<file path="config.mk">
export PLATFORM = sky130hd
export DESIGN_NAME = mips_branch_unit
export DESIGN_NICKNAME = d
export VERILOG_FILES = /design/src/rtl/mips_branch_unit.sv
export SDC_FILE = /design/constraint.sdc
export NUM_CORES = 1
export LEC_CHECK = 0
export ABC_CLOCK_PERIOD_IN_PS = 4100
export BUFFER_PORTS_ARGS = -buffer_cell sky130_fd_sc_hd__buf_2
export CORE_UTILIZATION = 30
export DETAILED_ROUTE_END_ITERATION = 7
export MAX_ROUTING_LAYER = met4
export SYNTH_ARGS = -nofsm -noshare
export SYNTH_HDL_FRONTEND = slang
export SYNTH_SLANG_ARGS = --single-unit
export TNS_END_PERCENT = 30
</file>
<file path="constraint.sdc">
create_clock -name clk -period 4.1 [get_ports clk]
set_input_delay 0.41 -clock clk [delete_from_list [all_inputs] [get_ports clk]]
set_output_delay 0.41 -clock clk [all_outputs]
set_load 0.05 [all_outputs]
</file>
<file path="src/rtl/mips_branch_unit.sv">
// MIPS control-transfer unit: owns the PC, evaluates branches/jumps, and
// steps through the architectural delay slot before redirecting fetch.
module mips_branch_unit #(
  parameter int unsigned       ADDR_W       = 32,
  parameter int unsigned       DATA_W       = 32,
  parameter logic [ADDR_W-1:0] RESET_VECTOR = ADDR_W'(32'hBFC00000),
  parameter logic [ADDR_W-1:0] HALT_ADDR    = '0
) (
  input  logic              clk,
  input  logic              reset,
  input  logic              clk_enable,
  input  logic [31:0]       instr,
  input  logic [DATA_W-1:0] rs_data,
  input  logic [DATA_W-1:0] rt_data,
  output logic [ADDR_W-1:0] pc,
  output logic              active,
  output logic              link_we,
  output logic [4:0]        link_reg,
  output logic [DATA_W-1:0] link_data
);

  typedef enum logic [1:0] {StRun, StDelay, StHalt} state_e;

  state_e            state_q, state_d;
  logic [ADDR_W-1:0] pc_q, pc_d;
  logic [ADDR_W-1:0] target_q, target_d;

  logic [5:0]        opcode, funct;
  logic [4:0]        rt_field;
  logic              rs_neg, rs_zero;
  logic [ADDR_W-1:0] pc_plus4, pc_plus8, br_off, br_tgt, jmp_tgt, jr_tgt;
  logic [ADDR_W-1:0] xfer_tgt;
  logic              taken, is_link, link_jalr;

  assign opcode   = instr[31:26];
  assign rt_field = instr[20:16];
  assign funct    = instr[5:0];
  assign rs_neg   = rs_data[DATA_W-1];
  assign rs_zero  = (rs_data == '0);

  assign pc_plus4 = pc_q + ADDR_W'(4);
  assign pc_plus8 = pc_q + ADDR_W'(8);
  assign br_off   = {{(ADDR_W-16){instr[15]}}, instr[15:0]};
  assign br_tgt   = pc_plus4 + (br_off << 2);
  // Region bits above bit 27 come from the delay-slot address.
  assign jmp_tgt  = (pc_plus4 & ~ADDR_W'(32'h0FFF_FFFF)) | ADDR_W'({instr[25:0], 2'b00});
  assign jr_tgt   = rs_data[ADDR_W-1:0];

  // Instruction decode: condition, target and link selection.
  always_comb begin
    taken     = 1'b0;
    is_link   = 1'b0;
    link_jalr = 1'b0;
    xfer_tgt  = br_tgt;
    case (opcode)
      6'b000001: begin
        case (rt_field)
          5'b00000: taken = rs_neg;
          5'b00001: taken = !rs_neg;
          5'b10000: begin
            taken   = rs_neg;
            is_link = 1'b1;
          end
          5'b10001: begin
            taken   = !rs_neg;
            is_link = 1'b1;
          end
          default: ;
        endcase
      end
      6'b000100: taken = (rs_data == rt_data);
      6'b000101: taken = (rs_data != rt_data);
      6'b000110: taken = rs_neg || rs_zero;
      6'b000111: taken = !rs_neg && !rs_zero;
      6'b000010: begin
        taken    = 1'b1;
        xfer_tgt = jmp_tgt;
      end
      6'b000011: begin
        taken    = 1'b1;
        is_link  = 1'b1;
        xfer_tgt = jmp_tgt;
      end
      6'b000000: begin
        if (funct == 6'b001000 || funct == 6'b001001) begin
          taken    = 1'b1;
          xfer_tgt = jr_tgt;
        end
        if (funct == 6'b001001) begin
          is_link   = 1'b1;
          link_jalr = 1'b1;
        end
      end
      default: ;
    endcase
  end

  always_ff @(posedge clk or posedge reset) begin
    if (reset) begin
      state_q  <= StRun;
      pc_q     <= RESET_VECTOR;
      target_q <= '0;
    end else begin
      state_q  <= state_d;
      pc_q     <= pc_d;
      target_q <= target_d;
    end
  end

  always_comb begin
    state_d  = state_q;
    pc_d     = pc_q;
    target_d = target_q;
    if (clk_enable) begin
      unique case (state_q)
        StRun: begin
          pc_d = pc_plus4;
          if (taken) begin
            target_d = xfer_tgt;
            state_d  = StDelay;
          end
        end
        StDelay: begin
          pc_d    = target_q;
          state_d = (target_q == HALT_ADDR) ? StHalt : StRun;
        end
        StHalt: ;
        default: state_d = StRun;
      endcase
    end
  end

  always_comb begin
    pc        = pc_q;
    active    = (state_q != StHalt);
    link_we   = clk_enable && !reset && (state_q == StRun) && is_link;
    link_reg  = link_jalr ? instr[15:11] : 5'd31;
    link_data = DATA_W'(pc_plus8);
  end

endmodule

</file>
======== After elaboration in Yosys (flattened, before gate mapping) ========
Cells that the tools add are included.
W data, S select, Z words.
storage, ports and cells
  flip-flop bits (word level) ............. 66
  input bits .............................. 99
  output and inout port bits .............. 71
  logic and storage cells ................. 62
cells by class
  add/subtract/negate cells ............... 3
  equal/unequal tests ..................... 18
  muxes and demuxes ....................... 14
  bitwise operators ....................... 2
  reduce and logical (&&, ||, !) cells .... 22
operator list
  cell                     count
  $pmux W32 S2             2
  $logic_not A32 Y1        2
  $add A32 B3 Y32 const B  1
  $add A32 B32 Y32         1
  $add A32 B4 Y32 const B  1
  $eq A32 B32 Y1           1
  $mux W32                 1
  $ne A32 B32 Y1           1
  $or A32 B28 Y32          1
  $eq A6 B3 Y1 const B     4
  $eq A6 B2 Y1 const B     2
  $eq A6 B4 Y1 const B     2
  $eq A5 B5 Y1 const B     2
  $reduce_or A2 Y1         4
  $pmux W1 S7              1
  $eq A6 B1 Y1 const B     1
  $logic_not A6 Y1         1
  $pmux W2 S3              1
  $reduce_and A3 Y1        2
  $eq A5 B1 Y1 const B     1
  $logic_not A5 Y1         1
  $mux W5                  1
  $logic_and A1 B1 Y1      4
  $mux W1                  4
  other kinds (12)         17

======== Depth between registers and ports, before layout ========
  word-level depth ........................ 6
  mapped depth ............................ 18
  gate-level depth less buffers ........... 17

======== Worst setup path after synthesis ========
No wires, ideal clock.
  path kind ............................... register to register
  from .................................... register pc_q[2], in the netlist pc[2]
  to ...................................... register target_q[31]
  library setup time ...................... 128 ps
  arrival time ............................ 4011 ps
  data required time ...................... 3972 ps
  setup slack ............................. -38 ps
  stages on the path, launching flop included .. 19
  buffers on the path ..................... 1
  period minus slack after synthesis ...... 4138 ps
  path through ............................ dfrtp_1 > ha_1 > nand2_1 > nor3_1 > and2b_1 > nand2_1 > nor2_1 > xor2_1 > ha_1 > clkbuf_1 > a21o_1 > a21o_1 > a21oi_1 > nor2b_1 > nor4_1 > o221ai_1 > xnor2_1 > o221ai_1 > mux2_1
on the way
  longest elaborated chain between the ends .. 4
  elaborated cells on any way between the ends .. 5
  those cells by class .................... add/sub (2); mux (2); bitwise (1)
ends and longest elaborated chain
  item                    RTL line  source
  start, declared         25        logic [ADDR_W-1:0] pc_q, pc_d;
  start signal, assigned  105       pc_q <= pc_d;
  $add A32 B3 Y32 *       41        assign pc_plus4 = pc_q + ADDR_W'(4);
  $add A32 B32 Y32        44        assign br_tgt = pc_plus4 + (br_off << 2);
  $mux W32                85        if (funct == 6'b001000 || funct == 6'b001001) begin
  $pmux W32 S2 *          55        case (opcode)
  end signal, assigned    106       target_q <= target_d;
  end, declared           26        logic [ADDR_W-1:0] target_q, target_d;
Mark *: on every way between the ends. The rest lies on a longest branch, timed or not.
A chain may end at the register's enable or synchronous reset.

======== Final worst setup path ========
  from .................................... register pc_q[3], in the netlist pc[3]
  to ...................................... register target_q[28]
Same word-level chain as after synthesis.

==> impl_metrics.py <==
metrics = {
    "run_status": {
        "outcome": "completed",
    },
    "finish": {
        "drive_above_1_share": 0.281,
        "diodes": 0,
        "fin_util": 0.393,
        "fin_nets": 1149,
        "fill_cells": 2174,
        "area_growth_pct": 26.6,
    },
    "critical_path": {
        "crit_path_end_kind": "flip-flop",
        "cp-start-kind": "flip-flop",
        "crit_chain": "ha_1, nand2_1, or3_1, nor2_1, xor2_1, ha_1, a21oi_1, o21ai_0, a221o_1, a21oi_1, a2111oi_1, or3_1, nand3_1, a21oi_1",
        "worst_path_max_delay_cell": "or3_1",
        "cp_max_fo": 7,
        "cp_data_required_time_ns": 4.31,
        "crit_arrival_ns": 4.05,
        "cp_num_buf_inv": 0,
        "path_class": "flip-flop to flip-flop",
        "path_delay_family": "compound AO/OA/AOI/OAI gates",
        "cp_common_cell": "a21oi_1",
        "max_stage_delay_ns": 0.44,
    },
    "cts": {
        "cts_tree": "done",
        "root_buffer": "clkbuf_16",
        "cts_buffer_depth": 2,
        "clkSinkCount": 66,
        "clk_pin_slew_ns": 0.06,
        "cts_inserted_buffers": 9,
        "clock_latency_ns": 0.34,
        "htreeDepth": 3,
    },
    "power": {
        "worst_ir_drop_vdd_mv": 0.214,
        "p_leak_nw": 3.96,
        "powerDensity_nw_per_um2": 503,
    },
    "synthesis": {
        "ys_ff_latch": 66,
        "synth_common_cells": "nand2_1, o21ai_0, xor2_1",
        "yosys-top-cells-area": "dfrtp_1, xor2_1, xnor2_1, ha_1, nand2_1",
        "avgSynthCellArea_um2": 7.96,
        "synth.distinct_cells": 69,
        "async_reset_ff_frac": 1.00,
        "synth_edf_count": 0,
        "ys_warn_count": 0,
        "ys_seq_area_frac": 0.252,
        "syn_nets": 964,
        "synth_most_common_cell": "nand2_1",
        "ys.flop_type": "dfrtp_1",
        "syn_inst": 830,
        "syn_area_um2": 6600,
        "synth_top_area_frac": 0.216,
        "synth.largest_area_cell": "dfrtp_1",
    },
    "route": {
        "ant_nets": 0,
        "vias": 7159,
        "wl_per_cell_um": 20.4,
        "first_iter_violations": 756,
        "drc_errors": 0,
        "routed_wl_um": 26500,
        "vias_per_cell": 5.53,
        "dr.pass1.iters": 5,
    },
    "die": {
        "ios": 170,
        "rows": 53,
        "die_y_um": 150,
        "dieArea_um2": 22600,
        "start_util": 0.310,
        "core_um2": 21300,
        "die_w_um": 150,
    },
    "placement": {
        "dp_hpwl_um": 21600,
        "gp_congestion": 0.944,
        "dpl_worst_slack_ns": 0.224,
        "port_buffers": 169,
    },
    "timing": {
        "setup_ws_ns": 0.261,
        "hold_viol_final": 0,
        "rsz0062_at_grt": "no",
        "finalSetupViolCount": 0,
        "worst_slew_pin_slew_ns": 0.725,
        "final.period_utilization": 0.936,
        "maxSlewHeadroom": 0.516,
        "tns_ns": 0,
        "finClkSkew_ns": 0.00815,
        "period_minus_slack_ns": 3.84,
        "slew_violations": 0,
        "max_freq_mhz": 260,
        "hold_slack_ns": 0.137,
    },
    "hold_path": {
        "hold_path_class": "input port to async pin",
    },
    "global_routing": {
        "gr-total-overflow": 0,
        "antenna_found_initial": 0,
        "grt_max_degree": 48,
        "grt_usage": 0.246,
        "grt_pass1_vias": 6545,
        "grt_pass1_wl_um": 40100,
    },
    "run": {
        "cap_violations": 0,
    },
}
==> cell usage in the layout (no fill, tap or decap), drive strengths merged, types with 9 or more instances in the layout <==
cell / netlist / routed
mux2i: 21 / 21
xnor2: 51 / 51
buf: 22 / 229
xor2: 59 / 59
a21oi: 50 / 50
o22ai: 19 / 19
nand2: 106 / 106
a222oi: 15 / 15
nor4: 26 / 26
nor2b: 10 / 10
inv: 18 / 18
a221oi: 9 / 9
nor3: 20 / 20
a21o: 16 / 16
nand4: 15 / 15
ha: 34 / 34
dfrtp: 57 / 57
a22oi: 12 / 12
nor2: 44 / 44
and3: 13 / 13
nand3: 37 / 37
dfstp: 9 / 9
o21ai: 63 / 63
clkbuf: 33 / 14
==> layer usage <==
layer	part of all wire	up-vias	GRT usage
li1	-	3415	-
met1	0.48	3384	0.351
met2	0.45	335	0.379
met3	0.062	25	0.0227
met4	0.011	0	0.0439
met5	0	-	-
==> registers in the layout (all words and copies together), names as in the netlist <==
signal,count
target_q,32
pc,32
state_q,2
==> stage by stage <==
stage	power, mW	instance area (um2)	instances
finish	4.21	8360	1295
global route	4.49	8360	1295
CTS	4.18	8300	1294
detailed placement	3.38	8000	1278
global placement	3.38	8000	1278
floorplan	2.65	6610	830
==> power breakdown <==
group | internal (mW) | leakage [nW] | switching, mW | total, mW
Clock | 0.504 | 0.147 | 0.284 | 0.788
Combinational | 0.849 | 3.00 | 1.47 | 2.32
Sequential | 0.862 | 0.815 | 0.235 | 1.10
==> worst register-to-register path, cell delays in order (launching register included) <==
cell	delay, ns
dfrtp_2	0.41
ha_1	0.18
nand2_1	0.13
or3_1	0.44
nor2_1	0.15
xor2_1	0.34
ha_1	0.38
a21oi_1	0.26
o21ai_0	0.16
a221o_1	0.35
a21oi_1	0.27
a2111oi_1	0.16
or3_1	0.33
nand3_1	0.09
a21oi_1	0.06
==> what timing repair did <==
action	in CTS	in global routing
hold buffers	0	0
resized for setup	0	11
endpoints found under the setup margin	0	8
buffers inserted	0	1
==> worst paths after layout <==
check / start / endpoint / slack (ns) / cells after the start
min in group clk: clk_enable / state_q[0]$_DFFE_PP0P_ / 0.30 / 2
hold reg to reg: target_q[0]$_DFFE_PP0P_ / pc[0]$_DFFE_PP0P_ / 0.50 / 2
setup / recovery: pc[3]$_DFFE_PP0P_ / target_q[28]$_DFFE_PP0P_ / 0.26 / 14
setup reg to reg: pc[3]$_DFFE_PP0P_ / target_q[28]$_DFFE_PP0P_ / 0.26 / 14
max in group asynchronous: reset / target_q[1]$_DFFE_PP0P_ / 2.95 / 3
hold / removal: reset / pc[30]$_DFFE_PP0P_ / 0.14 / 2
==> area by class of cell <==
type | instances | area (um2) | share of cell area
repair buffers | 229 | 1310 | 0.157
inverters | 18 | 67.6 | 0.00808
flip-flops and latches | 66 | 1670 | 0.199
well taps | 275 | 344 | 0.0412
clock buffers | 14 | 264 | 0.0316
clock inverters | 2 | 35.0 | 0.00419
multi-input cells | 691 | 4670 | 0.559
==> kinds of logic after synthesis <==
family	share of synthesized area
XOR/XNOR	0.147
multiplexers	0.0352
AO/OA/AOI/OAI	0.226
adder cells (fa/ha/maj)	0.0675
buffers and inverters	0.0502
flip-flops	0.252
AND/OR/NAND/NOR	0.222
Note: power is estimated with default switching activity, not from simulation.
